### src/rtl/beep_driver_pkg.sv
// Shared types and constants for the buzzer pattern driver.
package beep_driver_pkg;

    typedef enum logic [1:0] {
        StIdle = 2'd0,
        StOn   = 2'd1,
        StGap  = 2'd2
    } state_e;

    typedef logic [1:0] mode_t;

    localparam mode_t MODE_SHORT1 = 2'd0;
    localparam mode_t MODE_LONG1  = 2'd1;
    localparam mode_t MODE_SHORT3 = 2'd2;
    localparam mode_t MODE_LONG2  = 2'd3;

    // Defaults for a 50 MHz clock.
    localparam logic [31:0] DEF_CNT_1MS_MAX = 32'd49_999;
    localparam logic [15:0] DEF_SHORT_MS    = 16'd100;
    localparam logic [15:0] DEF_LONG_MS     = 16'd500;
    localparam logic [15:0] DEF_GAP_MS      = 16'd100;

    // Number of beeps in the pattern selected by a mode.
    function automatic logic [1:0] beep_count(mode_t m);
        case (m)
            MODE_SHORT1: return 2'd1;
            MODE_LONG1:  return 2'd1;
            MODE_SHORT3: return 2'd3;
            default:     return 2'd2;
        endcase
    endfunction

    // True when the mode uses long beeps.
    function automatic logic is_long(mode_t m);
        return (m == MODE_LONG1) || (m == MODE_LONG2);
    endfunction

endpackage

### src/rtl/beep_driver_if.sv
// Request/status bundle between the lock controller and the buzzer driver.
interface beep_driver_if;
    import beep_driver_pkg::*;

    logic  req;
    mode_t mode;
    logic  buzzer;
    logic  busy;
    logic  done;

    modport master (output req, output mode, input buzzer, input busy, input done);
    modport slave  (input req, input mode, output buzzer, output busy, output done);

endinterface

### src/rtl/beep_driver_ms_tick_gen.sv
// 1 ms prescaler with a clearable millisecond counter.
module ms_tick_gen
    import beep_driver_pkg::*;
#(
    parameter logic [31:0] CNT_MAX = DEF_CNT_1MS_MAX
) (
    input  logic        clk,
    input  logic        rst_n,
    input  logic        clr,
    output logic        tick,
    output logic [15:0] ms_cnt
);

    logic [31:0] pre_q;
    logic [15:0] ms_q;

    // High on the last prescaler cycle of each millisecond.
    assign tick   = (pre_q == CNT_MAX);
    assign ms_cnt = ms_q;

    // Prescaler wraps at CNT_MAX and bumps the ms counter; clr restarts both.
    always_ff @(posedge clk) begin
        if (!rst_n || clr) begin
            pre_q <= 32'd0;
            ms_q  <= 16'd0;
        end else if (tick) begin
            pre_q <= 32'd0;
            ms_q  <= ms_q + 16'd1;
        end else begin
            pre_q <= pre_q + 32'd1;
        end
    end

endmodule

### src/rtl/beep_driver.sv
// Turns a one-cycle request into a timed buzzer pattern of short/long beeps.
module beep_driver
    import beep_driver_pkg::*;
#(
    parameter logic [31:0] CNT_1MS_MAX = DEF_CNT_1MS_MAX,
    parameter logic [15:0] SHORT_MS    = DEF_SHORT_MS,
    parameter logic [15:0] LONG_MS     = DEF_LONG_MS,
    parameter logic [15:0] GAP_MS      = DEF_GAP_MS
) (
    input  logic          clk,
    input  logic          rst_n,
    beep_driver_if.slave  bus
);

    state_e      state_q, state_d;
    mode_t       mode_q, mode_d;
    logic [1:0]  rem_q, rem_d;
    logic        done_d;
    logic        buzzer_q, busy_q, done_q;
    logic        tick, clr, phase_end;
    logic [15:0] ms_cnt, phase_ms;

    ms_tick_gen #(
        .CNT_MAX (CNT_1MS_MAX)
    ) u_tick (
        .clk    (clk),
        .rst_n  (rst_n),
        .clr    (clr),
        .tick   (tick),
        .ms_cnt (ms_cnt)
    );

    // Phase ends on the tick that makes the ms count reach the phase length,
    // so each phase lasts exactly N ms worth of clocks.
    assign phase_ms  = (state_q == StGap) ? GAP_MS : (is_long(mode_q) ? LONG_MS : SHORT_MS);
    assign phase_end = tick && ((ms_cnt + 16'd1) == phase_ms);
    assign clr       = (state_d != state_q);

    // Next-state logic: accept requests only in idle, sequence beeps and gaps.
    always_comb begin
        state_d = state_q;
        mode_d  = mode_q;
        rem_d   = rem_q;
        done_d  = 1'b0;
        unique case (state_q)
            StIdle: begin
                if (bus.req) begin
                    mode_d  = bus.mode;
                    rem_d   = beep_count(bus.mode);
                    state_d = StOn;
                end
            end
            StOn: begin
                if (phase_end) begin
                    rem_d = rem_q - 2'd1;
                    if (rem_q == 2'd1) begin
                        state_d = StIdle;
                        done_d  = 1'b1;
                    end else begin
                        state_d = StGap;
                    end
                end
            end
            StGap: begin
                if (phase_end) begin
                    state_d = StOn;
                end
            end
            default: state_d = StIdle;
        endcase
    end

    // State and registered outputs; outputs track the next state so they
    // change on the same edge as the state.
    always_ff @(posedge clk) begin
        if (!rst_n) begin
            state_q  <= StIdle;
            mode_q   <= MODE_SHORT1;
            rem_q    <= 2'd0;
            buzzer_q <= 1'b0;
            busy_q   <= 1'b0;
            done_q   <= 1'b0;
        end else begin
            state_q  <= state_d;
            mode_q   <= mode_d;
            rem_q    <= rem_d;
            buzzer_q <= (state_d == StOn);
            busy_q   <= (state_d != StIdle);
            done_q   <= done_d;
        end
    end

    assign bus.buzzer = buzzer_q;
    assign bus.busy   = busy_q;
    assign bus.done   = done_q;

    // A zero-length phase would never end.
    zero_ms_param_a: assert property (@(posedge clk)
        (SHORT_MS != 16'd0) && (LONG_MS != 16'd0) && (GAP_MS != 16'd0));

endmodule
### src/flat_wrapper.sv
// flat-port wrapper written by rule: the top's interface ports become plain ports
module beep_driver_flat import beep_driver_pkg::*;
#(
    parameter logic [31:0] CNT_1MS_MAX = DEF_CNT_1MS_MAX,
    parameter logic [15:0] SHORT_MS    = DEF_SHORT_MS,
    parameter logic [15:0] LONG_MS     = DEF_LONG_MS,
    parameter logic [15:0] GAP_MS      = DEF_GAP_MS
)
  (clk, rst_n, bus_req, bus_mode, bus_buzzer, bus_busy, bus_done);
  beep_driver_if bus_i ();
  input  logic clk;
  input  logic rst_n;
  input wire logic [$bits(bus_i.req)-1:0] bus_req;
  input wire logic [$bits(bus_i.mode)-1:0] bus_mode;
  output wire logic [$bits(bus_i.buzzer)-1:0] bus_buzzer;
  output wire logic [$bits(bus_i.busy)-1:0] bus_busy;
  output wire logic [$bits(bus_i.done)-1:0] bus_done;
  assign bus_i.req = bus_req;
  assign bus_i.mode = bus_mode;
  assign bus_buzzer = bus_i.buzzer;
  assign bus_busy = bus_i.busy;
  assign bus_done = bus_i.done;
  beep_driver #(.CNT_1MS_MAX(CNT_1MS_MAX), .SHORT_MS(SHORT_MS), .LONG_MS(LONG_MS), .GAP_MS(GAP_MS)) u_core (.clk(clk), .rst_n(rst_n), .bus(bus_i));
endmodule
### config.mk
export PLATFORM = sky130hd
export DESIGN_NAME = beep_driver_flat
export DESIGN_NICKNAME = d
export VERILOG_FILES = /design/src/rtl/beep_driver_pkg.sv /design/src/rtl/beep_driver_if.sv /design/src/rtl/beep_driver_ms_tick_gen.sv /design/src/rtl/beep_driver.sv /design/src/flat_wrapper.sv
export SDC_FILE = /design/constraint.sdc
export NUM_CORES = 1
export LEC_CHECK = 0
export CAP_MARGIN = 20
export CORE_MARGIN = 2
export CORE_UTILIZATION = 50
export CTS_CLUSTER_SIZE = 25
export DETAILED_ROUTE_END_ITERATION = 8
export PLACE_DENSITY = 0.74
export SETUP_SLACK_MARGIN = 0.3
export SLEW_MARGIN = 10
export SYNTH_ARGS = -nofsm -noshare
export SYNTH_HDL_FRONTEND = slang
export SYNTH_SLANG_ARGS = --single-unit
### constraint.sdc
create_clock -name clk -period 4.3 [get_ports clk]
set_input_delay 0.645 -clock clk [delete_from_list [all_inputs] [get_ports clk]]
set_output_delay 0.645 -clock clk [all_outputs]
set_load 0.01 [all_outputs]
## Word level (Yosys, flattened, before mapping)

Cells that the tools add are included.

- Logic and storage cells: 49
- Latch bits: 0
- Bits in registers: 57
- Memories kept: 0
- ROM bits: 0
- Output and inout port bits: 3
- Input bits: 5
- Bits in writable memories: 0

- Div/mod/pow operators: 0
- Add/sub/neg operators: 3
- Multiplexer cells: 12
- Bitwise operators: 0
- Multiply operators: 0
- $lt $le $gt $ge: 0
- Equal/unequal tests: 13
- Reduce and logical (&&, ||, !) cells: 13
- Shift-type cells: 0

Operator list:

| cell | count |
|---|---|
| adder 32 x 1 -> 32 bit (second input constant) | 1 |
| == test 32 x 16 -> 1 bit (second input constant) | 1 |
| adder 16 x 1 -> 16 bit (second input constant) | 1 |
| == test 16 bit | 1 |
| 2-to-1 mux 16 bit | 1 |
| 2-to-1 mux 2 bit | 6 |
| == test 2 x 1 -> 1 bit (second input constant) | 5 |
| 2-to-1 mux 9 bit | 1 |
| one-hot mux 2 bit (2 select lines) | 2 |
| == test 2 bit (second input constant) | 3 |
| one-hot mux 2 bit (3 select lines) | 1 |
| AND reduction 3 bit | 2 |
| logical NOT 2 bit | 2 |
| nonzero test 2 bit | 2 |
| OR reduction 2 bit | 2 |
| logical OR 1 bit | 2 |
| inequality test 2 x 1 -> 1 bit (second input constant) | 1 |
| inequality test 2 bit | 1 |
| inequality test 2 bit (second input constant) | 1 |
| AND reduction 2 bit | 1 |
| subtractor 2 x 1 -> 2 bit (second input constant) | 1 |
| logical AND 1 bit | 1 |
| logical NOT 1 bit | 1 |
| 2-to-1 mux 1 bit | 1 |

## Logic depth before layout (Yosys ltp)

Gate-level depths: netlist of run 1.

- Depth in word-level cells: 11
- Gate-level depth with buffers: 10
- Mapped depth without buffers: 8

## Modules after synthesis

From an unflattened synthesis of run 1, not the netlist that was laid out.

- Cells, all modules: 345
- Area, all modules: 2944.1 um2

Modules (own cells, without submodules):

| module | cells an instance | times used | seq. area each (um2) | area an instance (um2) |
|---|---|---|---|---|
| ms_tick_gen | 260 | 1 | 960.9 | 2290.9 |
| beep_driver | 85 | 1 | 160.2 | 653.1 |

## Least setup slack after synthesis of run 1

Ideal clock, no wire load.

- Kind: register to register
- Start point: register u_core.u_tick.ms_q[0], in the netlist u_core.u_tick.ms_cnt[0]
- End point: register u_core.u_tick.ms_q[6], in the netlist u_core.u_tick.ms_cnt[6]
- Slack: 1.285 ns
- Period minus slack after synthesis: 3.015 ns
- Buffers on the path: 2
- Library setup time: 0.115 ns
- Arrival: 2.900 ns
- Cell stages (with the launch flop): 11
- Cell sequence: dfxtp_1 -> ha_1 -> nand3_1 -> xnor2_1 -> or4_4 -> a2111o_1 -> o41ai_1 -> a21oi_1 -> buf_6 -> buf_6 -> and2_1

- Word-level cells in the longest chain between the ends: 7

RTL lines:

| element | RTL line | source |
|---|---|---|
| start: declaration | beep_driver_ms_tick_gen.sv:15 | `logic [15:0] ms_q;` |
| start signal: assignment | beep_driver_ms_tick_gen.sv:28 | `ms_q <= ms_q + 16'd1;` |
| adder 16 x 1 -> 16 bit * | beep_driver_ms_tick_gen.sv:28, beep_driver.sv:36 |  |
| == test 16 bit | beep_driver.sv:36 | `assign phase_end = tick && ((ms_cnt + 16'd1) == phase_ms);` |
| logical AND 1 bit | beep_driver.sv:36 |  |
| 2-to-1 mux 2 bit (on tied branches) | beep_driver.sv:65, beep_driver.sv:54 |  |
| one-hot mux 2 bit (3 select lines) | beep_driver.sv:45 | `unique case (state_q)` |
| inequality test 2 bit | beep_driver.sv:37 | `assign clr = (state_d != state_q);` |
| logical OR 1 bit | beep_driver_ms_tick_gen.sv:23 | `if (!rst_n \|\| clr) begin` |

Every way passes the cells marked *; elsewhere a longest branch is shown, timed or not.
A chain may end at the register's enable or synchronous reset.

## Worst setup path after layout of run 1

- Start point: register u_core.u_tick.ms_q[0], in the netlist u_core.u_tick.ms_cnt[0]
- End point: register u_core.u_tick.pre_q[15]

- Word-level cells in the longest chain between the ends: 8

RTL lines:

| element | RTL line | source |
|---|---|---|
| adder 16 x 1 -> 16 bit * | beep_driver.sv:36 |  |
| == test 16 bit * | beep_driver.sv:36 |  |
| logical AND 1 bit * | beep_driver.sv:36 |  |
| 2-to-1 mux 2 bit (on tied branches) | beep_driver.sv:65, beep_driver.sv:54 |  |
| one-hot mux 2 bit (3 select lines) * | beep_driver.sv:45 |  |
| inequality test 2 bit * | beep_driver.sv:37 |  |
| logical OR 1 bit * | beep_driver_ms_tick_gen.sv:23 |  |
| OR reduction 2 bit (no source line) * | n/a |  |
| end signal: assignment | beep_driver_ms_tick_gen.sv:30 | `pre_q <= pre_q + 32'd1;` |
| end: declaration | beep_driver_ms_tick_gen.sv:14 | `logic [31:0] pre_q;` |

Marks and branches as above.

==> metrics.txt, run 1 <==
nets 357; Mapped Cells 343; max-cap viol count 0; later-pin clock latency in the skew report 0.31 ns; DIE HEIGHT 82.4 microns; clk root buf clkbuf_8; routability cong. 0.834; Fmax 0.278 GHz; P&R area growth vs syn 6.15%; diode count 0; syn_nets 352; clk slew on worst S/H paths 0.10 ns; top-count cell post-synth dfxtp_1; Tmin final 3.59 ns; CORE AREA 5920 sq um; crit path launch type register; Post-DP HPWL 3.88 mm; Max IR drop VDD 0.140 mV; synthesized cell area 3070 sq um; WS Path Type register to register; RSZ-0062 raised after global routing false; Final Slew Violations 0; Top FF cell, synth dfxtp_1; Worst-Margin Slew 0.851 ns; Initial DRC Count 140; met2 WL 2.49 mm; Post-DRT Antenna Nets 0; Die ar. 6790 sq um; Bufs on Longest Clock Path 2; Yosys top cell by area dfxtp_1; critical path endpoint category register; P per Cell Area 262 nW/um^2; Final Setup Violations 0; Synth Area per Inst 8.96 sq um; final wirelength 5.67 mm; layout cells sized above 1 10.1%; DRT met1 WL 2.92 mm; asr flop ratio synth 0%; Synth cell types 55; # H-tree levels 2; initial antenna violation count 0; outcome finished, final reports clean; Leakage 0.00116 uW; # resized after CTS 0; worst reg2reg path depth 9; top post-synthesis cells by count dfxtp_1 (56), xnor2_1 (33), and2_1 (30), nor2_1 (21), nand3_1 (19); main area contributors after synthesis dfxtp_1 (36%), xnor2_1 (9.4%), and2_1 (6.1%), xor2_1 (4.6%), and2_4 (3.1%); number of synthesized flops with an enable pin 0; vias in the first global route 2,083; post-CTS setup buffer count 0; crit share post-route 83.6%; CTS Hold Buffers Added 0; Core Rows 28; largest net degree at the start of global routing 28; DRT Pass-1 Iters 4; total gr overflow 0; DR vias 2,347; CTS tree built; metal3 WL 157 microns; clock sink total 56; Slew headroom 42.7%; Yosys reg bits 56; post-synth top area share 36.5%; post-DR vias/cell 5.55; GRT Total Usage 17.9%; Max Used Layer met4; Hold Violations, Final 0; CP Max Fanout 27; data required time at the worst endpoint 4.51 ns; Num CTS Buffers 5; Fillers 546; Setup TNS Final 0 ns; initial core utilization 51.9%; DRC viols 0; DR WL/cell 13.4 microns; Hold Path Class register to register; fraction of the yosys area taken by sequential cells 36.5%; Hold WS 0.465 ns; clock skew 0.00522 ns; WP data arrival 3.81 ns; Die Width 82.4 microns; I/O pins 8; Hold Path Depth 1; synth warn 0; IO buf count 7; first-pass GRT wire length 9.50 mm
[logic make-up (layout without fill, tap and decap cells)]
kind of cell    after synthesis  after routing  synth area share, %
flops                        56             56                 36.5
buf+inv                      21             26                 3.66
xor+xnor                     49             49                 14.0
compound gates               37             37                 8.71
fa+ha+maj                     4              4                 1.63
mux                           2              2                0.651
simple gates                174            174                 34.9
[state kept, by name, indices dropped and copies added, names as in the netlist]
signal and flops:
u_core.state_q 2, u_core.rem_q 2, u_core.u_tick.ms_cnt 16, u_core.bus.busy 1, u_core.mode_q 1, u_core.bus.done 1, u_core.u_tick.pre_q 32, u_core.bus.buzzer 1
[worst paths after layout]
path | start | endpoint | slack [ns]
setup / recovery | u_core.u_tick.ms_cnt[0]$_SDFFE_PP0P_ | u_core.u_tick.pre_q[15]$_SDFF_PP0_ | 0.71
hold / removal | u_core.u_tick.pre_q[0]$_SDFF_PP0_ | u_core.u_tick.pre_q[0]$_SDFF_PP0_ | 0.47
setup reg to reg | u_core.u_tick.ms_cnt[0]$_SDFFE_PP0P_ | u_core.u_tick.pre_q[15]$_SDFF_PP0_ | 0.71
hold reg to reg | u_core.u_tick.pre_q[0]$_SDFF_PP0_ | u_core.u_tick.pre_q[0]$_SDFF_PP0_ | 0.47
[layout make-up]
type	instances	area, sq um	share of cell area [%]
repair buffers	9	85.1	2.61
well taps	75	93.8	2.88
flip-flops and latches	56	1120	34.4
inverters	10	37.5	1.15
multi-input cells	266	1840	56.5
clock inverters	1	8.76	0.268
clock buffers	6	72.6	2.22
[worst max-delay path: stages (launching register included)]
cell and delay (ns):
dfxtp_1 0.54, ha_1 0.34, nand3_1 0.22, xnor2_1 0.20
or4_4 0.49, a2111o_1 0.46, o41ai_1 0.45, a21oi_2 0.28
buf_4 0.29, and3b_2 0.21
[where the power goes]
part           internal (uW)  switching (uW)
Clock                    114             171
Combinational           20.3            21.7
Sequential               524            3.94
[layout by cell type (no fill, tap or decap), types with 2 or more instances in the layout]
cell type	n
a21boi_0	2
xor2_1	16
nand2b_1	6
o211ai_1	6
nor2_1	21
nor2b_1	4
a21oi_1	3
or3_1	2
nor4b_1	4
nand4_1	14
ha_1	4
o31ai_1	3
and2_1	30
mux2i_1	2
nor4_1	5
nor3b_1	8
o41ai_1	2
buf_4	2
and3b_2	3
inv_1	10
xnor2_1	33
dfxtp_1	56
nand2_1	17
or2_2	2
clkdlybuf4s50_1	7
clkbuf_8	5
nand3_1	19
nor3_1	8
o22ai_1	2
a211oi_1	2
and3_1	6
o21ai_0	5
nand3b_1	2
and4_1	2
a31oi_1	3
and2_4	11
[metrics by stage]
step / cells / worst slack [ns] / instance area [sq um] / utilization (%) / power [uW]
floorplan: 343 / 1.29 / 3070 / - / 572
global placement: 416 / 0.818 / 3180 / 53.7 / 582
detailed placement: 416 / 0.698 / 3180 / 53.7 / 583
CTS: 423 / 0.684 / 3260 / 55.1 / 863
global route: 423 / 0.498 / 3260 / 55.1 / 886
finish: 423 / 0.705 / 3260 / 55.1 / 855
[per-layer routing]
metal | GRT usage (%) | vias up
met5 | 0 | -
met4 | 5.83 | 0
met3 | 3.59 | 10
met2 | 27.9 | 34
met1 | 24.6 | 1085
li1 | - | 1218
Note: power is estimated with default switching activity, not from simulation.
==> run 2: changes to the inputs <==
==> constraint.sdc (replaced) <==
create_clock -name clk -period 3.4 [get_ports clk]
set_input_delay 0.51 -clock clk [delete_from_list [all_inputs] [get_ports clk]]
set_output_delay 0.51 -clock clk [all_outputs]
set_load 0.01 [all_outputs]
==> metrics.txt, run 2 (synthesized netlist as in run 1, its figures left out) <==
P&R area growth vs syn 8.91%; I/O pins 8; Placed Cells 421; diode count 0; Max Used Layer met4; Max IR drop VDD 0.271 mV; CTS tree built; max-cap viol count 0; Final Setup Violations 0; post-CTS setup buffer count 0; Num CTS Buffers 5; total gr overflow 0; DIE HEIGHT 82.4 microns; Hold Path Depth 1; IO buf count 7; Hold Path Class register to register; post-DR vias/cell 5.52; Largest register FFs 32; CP Max Fanout 23; Post-DRT Antenna Nets 0; DR vias 2,367; clock skew 0.0144 ns; DRT Pass-1 Iters 4; Hold Violations, Final 0; Die Width 82.4 microns; GRT Total Usage 18.6%; crit path launch type register; clk slew on worst S/H paths 0.11 ns; fin area 3350 sq um; initial antenna violation count 0; final wirelength 5.60 mm; CORE AREA 5920 sq um; DRC viols 0; Hold WS 0.452 ns; RSZ-0062 raised after global routing false; DRT met1 WL 2.84 mm; data required time at the worst endpoint 3.61 ns; Worst-Margin Slew 0.482 ns; Core Rows 28; WS Path Type register to register; # resized after CTS 0; largest net degree at the start of global routing 26; Final Slew Violations 0; commonest non-fill, non-tap cells in the layout dfxtp_1 (56), xnor2_1 (33), and2_1 (30); worst reg-to-reg setup slack 0.47 ns; P per Cell Area 348 nW/um^2; worst r2r src u_core.u_tick.ms_cnt[2]$_SDFFE_PP0P_; outcome finished, final reports clean; placed instance area 3220 sq um; Post-DP HPWL 4.07 mm; Slew headroom 67.7%; nets 362; Leakage 0.00121 uW; met2 WL 2.51 mm; clk root buf clkbuf_8; clock sink total 56; Tmin final 2.93 ns; Die ar. 6790 sq um; critical path endpoint category register; metal3 WL 158 microns; DR WL/cell 13.1 microns; Setup TNS Final 0 ns; commonest non-fill, non-tap cell in the layout dfxtp_1; initial core utilization 51.9%; largest register by flop count u_core.u_tick.pre_q; WP data arrival 3.15 ns; Bufs on Longest Clock Path 2; HP Start u_core.u_tick.pre_q[0]$_SDFF_PP0_; RR Endpoint u_core.u_tick.pre_q[15]$_SDFF_PP0_; layout cells sized above 1 12.4%; Fmax 0.341 GHz; worst reg2reg path depth 8; vias in the first global route 2,256; CTS Hold Buffers Added 0; Initial DRC Count 118; Finished Layout Cells 429; # H-tree levels 2; first-pass GRT wire length 9.98 mm; crit share post-route 86.3%; hold endpoint u_core.u_tick.pre_q[0]$_SDFF_PP0_; later-pin clock latency in the skew report 0.31 ns; routability cong. 0.893
run 2: changes by cell type in the layout (fill, tap and decap cells not counted):
cell,delta
buf_4,+5
o41ai_1,-2
o41ai_2,+2
bufinv_16,+1
ha_1,-1
ha_2,+1
run 2: final cells by class:
| type | instances | area (sq um) |
|---|---|---|
| clock buffer | 6 | 72.6 |
| clock inverter | 2 | 38.8 |
| fill | 536 | 2570 |
| inverter | 10 | 37.5 |
| multi-input combinational | 266 | 1860 |
| sequential | 56 | 1120 |
| tap | 75 | 93.8 |
| timing repair buffer | 14 | 123 |
run 2: how the worst max path moves through the flow:
stage,startpoint,endpoint,cells after the start
2_1_floorplan,u_core.u_tick.ms_cnt[0]$_SDFFE_PP0P_,u_core.u_tick.ms_cnt[6]$_SDFFE_PP0P_,10
3_3_place_gp,u_core.u_tick.ms_cnt[0]$_SDFFE_PP0P_,u_core.u_tick.pre_q[15]$_SDFF_PP0_,9
3_5_place_dp,u_core.u_tick.ms_cnt[1]$_SDFFE_PP0P_,u_core.u_tick.pre_q[1]$_SDFF_PP0_,9
4_1_cts,u_core.u_tick.ms_cnt[1]$_SDFFE_PP0P_,u_core.u_tick.pre_q[1]$_SDFF_PP0_,9
5_1_grt,u_core.u_tick.ms_cnt[7]$_SDFFE_PP0P_,u_core.u_tick.pre_q[1]$_SDFF_PP0_,8
6_report,u_core.u_tick.ms_cnt[2]$_SDFFE_PP0P_,u_core.u_tick.pre_q[15]$_SDFF_PP0_,8
run 2: worst max-delay path, cell delays in order (launching register included):
cell and delay (ns):
dfxtp_1 0.51, nand4_4 0.17, o21a_1 0.22, or4_4 0.53, a2111o_1 0.48, o41ai_2 0.39
a21oi_2 0.10, buf_4 0.21, and3b_2 0.21
run 2: routing by layer:
| metal | up-vias | GRT usage [%] |
|---|---|---|
| li1 | 1226 | - |
| met1 | 1097 | 25.4 |
| met2 | 35 | 29.7 |
| met3 | 9 | 3.48 |
| met4 | 0 | 6.00 |
| met5 | - | 0 |
run 2: report_power, final:
| part | leakage, uW | switching (uW) | internal (uW) |
|---|---|---|---|
| Clock | 0.0000558 | 219 | 223 |
| Combinational | 0.000697 | 28.3 | 27.0 |
| Sequential | 0.000453 | 4.93 | 663 |
run 2: stage by stage:
stage	worst slack [ns]	power [uW]	utilization (%)
after global placement	0.488	738	54.4
after detailed placement	0.445	739	54.4
final	0.465	1170	56.6
after CTS	0.427	1180	56.3
after global routing	0.284	1210	56.6
after floorplan	0.385	724	-
==> RTL change, RTL diff (flow settings as in run 2) <==
Re-encode `state_e` (3 states) as one-hot, 3 bits wide.
--- a/src/rtl/beep_driver_pkg.sv
+++ b/src/rtl/beep_driver_pkg.sv
@@ -3,6 +3,6 @@
 
-    typedef enum logic [1:0] {
-        StIdle = 2'd0,
-        StOn   = 2'd1,
-        StGap  = 2'd2
+    typedef enum logic [2:0] {
+        StIdle = 3'b001,
+        StOn   = 3'b010,
+        StGap  = 3'b100
     } state_e;
Formal check against the unedited RTL: same outputs for any inputs over 10 cycles, from zero or initial values and one cycle with rst_n low; not proved beyond that.
==> RTL change against run 2 <==
  * Combinational power increased by 49%
  * Count of clock-buffer cells in the layout is 6 higher
  * Area after synthesis grew 2.2%
  * Cell area grew 4.3%
  * Routed wire length grew 24%
  * Critical path depth grew 1
  * Power is 15% higher
  * Sequential cell count rose by 1
  * Setup slack got worse by 0.10 ns
  * Critical path type unchanged
==> RTL change: results (changes against run 2) <==
routing:
  vias_per_cell: 5.63  # was 5.52
  wl_per_cell_um: 14.1  # was 13.1 µm
  met2_wirelength_um: 3330  # was 2510 µm
  wl_met1_um: 3160  # was 2840 µm
place:
  placed_cells: 476  # was 421
  gp_congestion: 0.890  # was 0.893
power_and_ir_drop:
  powerSeq_mw: 0.682  # was 0.668 mW
  ir_drop_v: 0.000274  # was 0.000271 V
  total_power_mw: 1.34  # was 1.17 mW
  p_leak_nw: 1.22  # was 1.21 nW
status:
  status: "finished, final reports clean"  # unchanged
setup_path:
  crit_start: "u_core.u_tick.ms_cnt[0]"  # was u_core.u_tick.ms_cnt[2]
  regToRegStartpoint: "u_core.u_tick.ms_cnt[0]"  # was u_core.u_tick.ms_cnt[2]
  crit_path_max_fanout: 31  # was 23
  crit_slowest_cell: "dfxtp_1"  # was or4_4
final_layout:
  layout.cells.non_filler: 490  # was 429
  drive_above_1_share_pct: 7.47  # was 12.4%
yosys:
  muxShareOfSynthArea_pct: 0.956  # was 0.651%
  synth-adder-area-share_pct: 1.59  # was 1.63%
  seq_area_frac_synth_pct: 36.3  # was 36.5%
  synth_compound_area_share_pct: 7.77  # was 8.71%
  ys_types: 52  # was 55
global_route:
  met1_usage_pct: 24.9  # was 25.4%
timing:
  skew_ns: 0.00816  # was 0.0144 ns
clock_network:
  clk_pin_slew_ns: 0.06  # was 0.11 ns
  cts_buffers: 9  # was 5
  htreeDepth: 3  # was 2
## RTL change: cell types whose count changed in the layout (fill, tap and decap cells not counted), moves of 5 or more
cell	run 2	this run
or4_1	1	6
nand2_1	17	68
and2_4	11	0
and2_1	30	1
nor3b_1	8	3
nor2_1	21	68
o211ai_1	6	1
## RTL change: layout make-up
class,count,area (µm²)
clock buffer,12,135
fill,573,2500
inverter,12,45.0
multi-input combinational,319,1910
timing repair buffer,14,135
clock inverter,1,30.0
sequential,57,1140
tap,75,93.8
## RTL change: worst register-to-register path, cell delays in order (launching register included)
cell,delay [ns]
dfxtp_1,0.49
ha_2,0.31
or3b_2,0.46
o41ai_1,0.15
nand4b_1,0.16
a211oi_1,0.36
nand4_1,0.25
a221oi_4,0.43
buf_12,0.23
nor2_1,0.08
## RTL change: timing repair
| action | CTS | global route |
|---|---|---|
| setup buffers | 0 | 1 |
| pin swaps | 0 | 1 |
| cloned | 0 | 0 |
| resized for setup | 1 | 6 |
| hold buffers | 0 | 0 |
| endpoints found under the setup margin | 39 | 39 |
